**src/rtl/in_fm_tile_loader_pkg.sv**
```systemverilog
// Shared types and helpers for the input-feature-map tile loader.
package in_fm_tile_loader_pkg;

  // Each issue-pipeline stage carries {legal, valid}.
  localparam int unsigned PIPE_W = 2;

  typedef logic [1:0] state_t;

  localparam state_t StIdle  = 2'd0;
  localparam state_t StIssue = 2'd1;
  localparam state_t StDrain = 2'd2;
  localparam state_t StDone  = 2'd3;

  // Runtime tile size clamped to 1..vmax (zero is treated as one).
  function automatic logic [63:0] clamp_size(input logic [63:0] v, input logic [63:0] vmax);
    logic [63:0] res;
    if (v == 64'd0) begin
      res = 64'd1;
    end else if (v > vmax) begin
      res = vmax;
    end else begin
      res = v;
    end
    return res;
  endfunction

endpackage

```
**src/rtl/in_fm_tile_loader_nest3_counter.sv**
```systemverilog
// Three-level nested counter with runtime bounds; c0 is the innermost loop.
module in_fm_tile_loader_nest3_counter #(
  parameter int unsigned W = 32
) (
  input  logic         clk_i,
  input  logic         rst_ni,
  input  logic         clr_i,
  input  logic         en_i,
  input  logic [W-1:0] n0_max_i,
  input  logic [W-1:0] n1_max_i,
  input  logic [W-1:0] n2_max_i,
  output logic [W-1:0] c0_o,
  output logic [W-1:0] c1_o,
  output logic [W-1:0] c2_o,
  output logic         last_o
);

  logic [W-1:0] c0_q, c0_d, c1_q, c1_d, c2_q, c2_d;
  logic         last0, last1, last2;

  assign last0  = (c0_q == n0_max_i);
  assign last1  = (c1_q == n1_max_i);
  assign last2  = (c2_q == n2_max_i);
  assign last_o = last0 && last1 && last2;
  assign c0_o   = c0_q;
  assign c1_o   = c1_q;
  assign c2_o   = c2_q;

  // Ripple-carry advance across the three loop levels.
  always_comb begin
    c0_d = c0_q;
    c1_d = c1_q;
    c2_d = c2_q;
    if (clr_i) begin
      c0_d = '0;
      c1_d = '0;
      c2_d = '0;
    end else if (en_i) begin
      if (!last0) begin
        c0_d = c0_q + W'(1);
      end else begin
        c0_d = '0;
        if (!last1) begin
          c1_d = c1_q + W'(1);
        end else begin
          c1_d = '0;
          c2_d = last2 ? '0 : c2_q + W'(1);
        end
      end
    end
  end

  // Counter state registers.
  always_ff @(posedge clk_i or negedge rst_ni) begin
    if (!rst_ni) begin
      c0_q <= '0;
      c1_q <= '0;
      c2_q <= '0;
    end else begin
      c0_q <= c0_d;
      c1_q <= c1_d;
      c2_q <= c2_d;
    end
  end

endmodule

```
**src/rtl/in_fm_tile_loader.sv**
```systemverilog
// Streams one in_fm[M][R][C] tile from RAM into the in_fm FIFO, zero-filling
// out-of-bounds elements. Optional stall counter: IN_FM_TILE_LOADER_PERF_EN.
module in_fm_tile_loader
  import in_fm_tile_loader_pkg::*;
#(
  parameter int unsigned AW     = 32,
  parameter int unsigned DW     = 32,
  parameter int unsigned M      = 32,
  parameter int unsigned R      = 64,
  parameter int unsigned C      = 32,
  parameter int unsigned Tm     = 8,
  parameter int unsigned Tr     = 16,
  parameter int unsigned Tc     = 8,
  parameter int unsigned RD_LAT = 2
) (
  input  logic          clk,
  input  logic          rst,
  input  logic          start,
  output logic          busy,
  output logic          done,
  input  logic [AW-1:0] tile_base_m,
  input  logic [AW-1:0] tile_base_row,
  input  logic [AW-1:0] tile_base_col,
  input  logic [AW-1:0] tile_m,
  input  logic [AW-1:0] tile_r,
  input  logic [AW-1:0] tile_c,
  output logic          ram_rd_en,
  output logic [AW-1:0] ram_addr,
  input  logic [DW-1:0] data_from_ram,
  output logic          fifo_push,
  output logic [DW-1:0] data_to_fifo,
  input  logic          fifo_almost_full
`ifdef IN_FM_TILE_LOADER_PERF_EN
  ,
  output logic [AW-1:0] stall_cycles
`endif
);

  state_t state_q, state_d;
  logic [AW-1:0] base_m_q, base_r_q, base_c_q;
  logic [AW-1:0] max_m_q, max_r_q, max_c_q;
  logic [AW-1:0] addr_q;
  logic [AW-1:0] tm, tr, tc;
  logic          last_elem;
  logic          accept, issue, legal, issue_legal;
  logic [AW:0]   sum_m, sum_r, sum_c;
  logic [AW-1:0] addr_calc;
  logic [RD_LAT-1:0][PIPE_W-1:0] pipe_q, pipe_d;

  assign accept = (state_q == StIdle) && start;
  assign issue  = (state_q == StIssue) && !fifo_almost_full;

  in_fm_tile_loader_nest3_counter #(
    .W(AW)
  ) u_cnt (
    .clk_i   (clk),
    .rst_ni  (rst),
    .clr_i   (accept),
    .en_i    (issue),
    .n0_max_i(max_c_q),
    .n1_max_i(max_r_q),
    .n2_max_i(max_m_q),
    .c0_o    (tc),
    .c1_o    (tr),
    .c2_o    (tm),
    .last_o  (last_elem)
  );

  // One extra bit on the sums so a base near the top of AW cannot wrap into range.
  assign sum_m       = {1'b0, base_m_q} + {1'b0, tm};
  assign sum_r       = {1'b0, base_r_q} + {1'b0, tr};
  assign sum_c       = {1'b0, base_c_q} + {1'b0, tc};
  assign legal       = (sum_m < (AW+1)'(M)) && (sum_r < (AW+1)'(R)) && (sum_c < (AW+1)'(C));
  assign addr_calc   = (sum_m[AW-1:0] * AW'(R) + sum_r[AW-1:0]) * AW'(C) + sum_c[AW-1:0];
  assign issue_legal = issue && legal;

  // Reads go out in the issue cycle; illegal elements leave the address bus untouched.
  assign ram_rd_en = issue_legal;
  assign ram_addr  = issue_legal ? addr_calc : addr_q;

  assign fifo_push    = pipe_q[RD_LAT-1][0];
  assign data_to_fifo = pipe_q[RD_LAT-1][1] ? data_from_ram : '0;

  assign busy = (state_q != StIdle);
  assign done = (state_q == StDone);

  // Issue pipeline: stage RD_LAT-1 lines up with the returning read data.
  always_comb begin
    pipe_d    = pipe_q;
    pipe_d[0] = {issue_legal, issue};
    for (int unsigned i = 1; i < RD_LAT; i++) begin
      pipe_d[i] = pipe_q[i-1];
    end
  end

  // Transfer sequencing; DRAIN leaves once the last push is on its final stage.
  always_comb begin
    state_d = state_q;
    unique case (state_q)
      StIdle:  if (start) state_d = StIssue;
      StIssue: if (issue && last_elem) state_d = StDrain;
      StDrain: if (pipe_d == '0) state_d = StDone;
      StDone:  state_d = StIdle;
      default: state_d = StIdle;
    endcase
  end

  // State, latched tile configuration, last legal address and pipeline.
  always_ff @(posedge clk or negedge rst) begin
    if (!rst) begin
      state_q  <= StIdle;
      base_m_q <= '0;
      base_r_q <= '0;
      base_c_q <= '0;
      max_m_q  <= '0;
      max_r_q  <= '0;
      max_c_q  <= '0;
      addr_q   <= '0;
      pipe_q   <= '0;
    end else begin
      state_q <= state_d;
      pipe_q  <= pipe_d;
      if (issue_legal) addr_q <= addr_calc;
      if (accept) begin
        base_m_q <= tile_base_m;
        base_r_q <= tile_base_row;
        base_c_q <= tile_base_col;
        max_m_q  <= AW'(clamp_size(64'(tile_m), 64'(Tm)) - 64'd1);
        max_r_q  <= AW'(clamp_size(64'(tile_r), 64'(Tr)) - 64'd1);
        max_c_q  <= AW'(clamp_size(64'(tile_c), 64'(Tc)) - 64'd1);
      end
    end
  end

`ifdef IN_FM_TILE_LOADER_PERF_EN
  logic [AW-1:0] stall_q;

  assign stall_cycles = stall_q;

  // Saturating count of ISSUE cycles held off by the FIFO.
  always_ff @(posedge clk or negedge rst) begin
    if (!rst) begin
      stall_q <= '0;
    end else if (accept) begin
      stall_q <= '0;
    end else if ((state_q == StIssue) && fifo_almost_full && (stall_q != '1)) begin
      stall_q <= stall_q + AW'(1);
    end
  end
`endif

endmodule

```
**config.mk**
```make
export PLATFORM = sky130hd
export DESIGN_NAME = in_fm_tile_loader
export DESIGN_NICKNAME = d
export VERILOG_FILES = /design/src/rtl/in_fm_tile_loader_pkg.sv /design/src/rtl/in_fm_tile_loader_nest3_counter.sv /design/src/rtl/in_fm_tile_loader.sv
export SDC_FILE = /design/constraint.sdc
export NUM_CORES = 1
export LEC_CHECK = 0
export CAP_MARGIN = 20
export CORE_ASPECT_RATIO = 0.5
export CORE_MARGIN = 5
export CORE_UTILIZATION = 50
export CTS_BUF_LIST = sky130_fd_sc_hd__clkbuf_8
export CTS_CLUSTER_DIAMETER = 30
export DETAILED_ROUTE_END_ITERATION = 16
export GPL_TIMING_DRIVEN = 1
export PLACE_DENSITY_LB_ADDON = 0.25
export SYNTH_ARGS = -nofsm -noshare
export SYNTH_HDL_FRONTEND = slang
export SYNTH_HIERARCHICAL = 1
export SYNTH_SLANG_ARGS = --single-unit
```
**constraint.sdc**
```tcl
create_clock -name clk -period 10.1 [get_ports clk]
set_clock_uncertainty 0.15 [all_clocks]
set_input_delay 3.03 -clock clk [delete_from_list [all_inputs] [get_ports clk]]
set_output_delay 3.03 -clock clk [all_outputs]
set_load 0.01 [all_outputs]
```
==> summary.txt <==
Clocking
  – Sink Count: roughly 330
  – Clock latency on the worst-skew pair: around 0.65 ns
  – Max H-tree Level: 2
  – CTS tree: yes
  – Hold buffers post-CTS: 0
  – CTS Buffer Depth: 3
  – Reg clk slew, reported paths: about 0.06 ns
  – Clock root cell: clkbuf_8
  – CTS Buf Count: between 50 and 60

Yosys
  – Ys flop type: dfrtp_1
  – Gate Count Post-Synth: roughly 2700
  – Distinct cells, synth: 91
  – Post-synth ARST share: 100%
  – Yosys warning count: 6
  – Avg Cell Area, Syn: roughly 8.6 sq um
  – Synth Cell Area: around 23000 sq um
  – FF+latch count, synth: about 330
  – Post-synth EDFFs: 0
  – Synthesized Nets: 3077
  – Seq/Total Area, Yosys: a little over a third

Timing
  – Worst-margin pin slew: about 0.97 ns
  – Achievable clock frequency: roughly 100 MHz
  – Worst rel slew slack: 35.3%
  – Hold Vio Cnt, Final: 0
  – Max-slew violation count: 0
  – Period utilization: a little over nine tenths
  – Final setup fails: 0
  – Tmin final: a little under 10 ns
  – Setup TNS: 0 ns
  – Setup ws final: 0.220 ns

Global route
  – GR Layer Usage met1: between 30 and 40%
  – GRT Max-Usage Layer: met2
  – Largest net degree at the start of global routing: 160
  – Grt met2 use: 42.0%
  – GR Util All Layers: between 20% and 30%
  – Vias in the first global route: slightly above 20000
  – Grt ovf: 0
  – Initial antenna violation count: 3
  – M3 GR Usage: under 10%
  – First-pass GRT wire length: ~110000 microns

Min path
  – HP Class: reg2reg

Die
  – Die width: 315 microns
  – Starting Density: 51.0%
  – Row count: 55
  – Die ar.: 51100 sq um
  – Die H: between 150 and 200 microns
  – Core area: about 46000 sq um
  – IO Count: roughly 300

Setup path
  – Worst EP required: 6.92 ns
  – Worst Setup Start Kind: primary input
  – Critical path type: in2out
  – Crit-path max FO: 17
  – Max incr delay on CP: approximately 0.53 ns
  – Arrival time worst endpoint: 6.70 ns
  – CP dominant cell by count: nand4b_1
  – Endpoint class of the critical path: primary output
  – Slowest CP cell: clkdlybuf4s50_1
  – Worst-path cell chain: clkdlybuf4s50_1, nor2b_2, buf_4, o2111ai_1, nor3_1, nand4_1, nor4_1, nand4b_1, nand4b_1, nand4b_1, nor4b_1, nor4bb_1, buf_4, clkdlybuf4s50_1

Finish
  – Inserted Diodes: 0
  – Layout cells sized above 1: 7.24%
  – Fin nets: about 3300
  – Commonest cells after routing, fill and taps aside: nand2_1 (433), dfrtp_1 (323), clkdlybuf4s50_1 (262), a21oi_1 (160), nor2_1 (157)
  – P&R area growth vs syn: 20.8%
  – FF/Latch Area: 8160 sq um
  – Most common cell after layout, fill and taps aside: nand2_1
  – Fillcell total: between 4000 and 5000
  – Multi-input gate area: approximately 14000 sq um
  – Fin area: 28100 sq um

Routing
  – Post-route DRC: 0
  – Antenna viol nets, final: 0
  – Total wire length: around 72000 microns
  – Initial DRC Count: approximately 2000
  – Via-to-Cell Ratio: 5.89
  – Vias post-DR: roughly 21000
  – DR WL/cell: slightly below 20 microns
  – DR pass1 iterations: 7

Power and ir drop
  – Power Total: between 6000 and 7000 uW
  – Leak: 0.0133 uW
  – Pwr Density: around 240 nW/um^2
  – Worst vdd ir: approximately 170 uV

Place
  – Dpl cell area: 26600 sq um
  – PortBufs: slightly below 300
  – Post-DP HPWL: 54900 microns
  – Pre-CTS setup slack: -0.241 ns
  – Routability cong.: about 0.97

Job
  – Max cap viols: 0

Run status
  – Status: finished clean
==> critical path: cells and delay by family <==
kind / cells / cell delay (ns)
buffers and inverters: 4 / 1.46
and+or+nand+nor: 9 / 2.01
AOI/OAI and AO/OA: 1 / 0.18
==> registers in the layout (all words and copies together) (netlist names), 32 cells and up <==
signal and count:
max_r_q 32, addr_q 32, base_r_q 32, base_c_q 32
u_cnt/c2_o 32, base_m_q 32, max_c_q 32, u_cnt/c1_o 32
max_m_q 32, u_cnt/c0_o 32
==> worst paths after layout <==
check                                  from  cells after the start           to  slack (ns)
setup / recovery           fifo_almost_full                     14    ram_rd_en        0.22
hold / removal                    pipe_d[3]                      0    pipe_q[3]        0.24
setup reg to reg              u_cnt/c1_o[2]                     24   addr_q[31]        4.14
hold reg to reg                   pipe_d[3]                      0    pipe_q[3]        0.24
max in group asynchronous               rst                      2  base_c_q[0]        6.10
min in group asynchronous               rst                      1  max_m_q[31]        2.26
==> power breakdown <==
part | internal [uW] | switching [uW]
sequential | 1520 | 193
combinational | 1530 | 2340
clock | 646 | 580
total | 3700 | 3110
==> synthesized netlist by cell type, types with 8 or more instances <==
master    count  area share [%]
xnor2_1     145             5.5
mux2_4       27             1.7
inv_1        62             1.0
or2_2        12            0.32
o21a_1       14            0.45
and3_1       31            0.83
buf_6         8            0.39
nand2b_1     22            0.59
o31ai_1      43             1.4
and4_1       11            0.41
buf_2        15            0.32
nand3b_1      9            0.29
o22a_1       15            0.57
a21o_1       99             3.2
ha_1        153             8.2
nor4_1       57             1.5
o21bai_1     12            0.39
dfrtp_1     326              35
or4_1        10            0.32
xor2_1       86             3.2
nand3_1      67             1.4
nor3b_1      15            0.48
nand2_1     434             7.0
a211oi_1     14            0.45
nand4b_1     10            0.38
nand4_1      54             1.5
nor2_1      158             2.6
or3_1        16            0.43
and2_1       93             2.5
nor3_1       62             1.3
o21ai_0     160             3.4
o211ai_1     12            0.39
mux2_2        8            0.39
a21oi_1     164             3.5
clkbuf_1     73             1.2
nor2b_1      28            0.75
a211o_1       8            0.30
a31oi_1      27            0.73
==> timing repair <==
action / CTS / global route
cloned: 3 / 0
endpoints found under the setup margin: 32 / 26
setup buffers: 3 / 8
gates resized for setup: 47 / 36
pin swaps: 5 / 19
==> routing by layer <==
layer	share of wire (%)	wire [microns]	vias to the layer above
li1	-	-	10200
met1	46	33300	10300
met2	44	31500	756
met3	7.9	5730	126
met4	2.1	1540	6
met5	0.062	45	-
==> per-stage QoR <==
| step | std cells | hold WS (ns) | utilization, % |
|---|---|---|---|
| 6_report | 3626 | 0.238 | 61.6 |
| 5_1_grt | 3626 | 0.250 | 61.6 |
| 4_1_cts | 3617 | 0.237 | 61.1 |
| 3_5_place_dp | 3517 | 0.220 | 58.4 |
| 3_3_place_gp | 3516 | 0.223 | 58.3 |
| 2_1_floorplan | 2691 | 0.204 | - |
==> cell families (layout without fill, tap and decap cells) <==
logic type	count (synthesis)	after routing	share of synthesized area [%]
simple gates	1111	1111	23.6
compound gates	650	650	18.0
flops	326	326	35.1
xor+xnor	232	232	8.78
buf+inv	173	481	3.41
fa+ha+maj	158	158	8.67
mux	41	41	2.39
==> cell type report <==
cell class              count  share of cell area (%)
clock buffers              62                    3.04
flip-flops and latches    326                    29.1
multi-input cells        2192                    51.6
repair buffers            324                    11.7
inverters                  63                   0.851
well taps                 627                    2.79
clock inverters            32                   0.914
No activity file was read; power rests on OpenSTA's default activity.
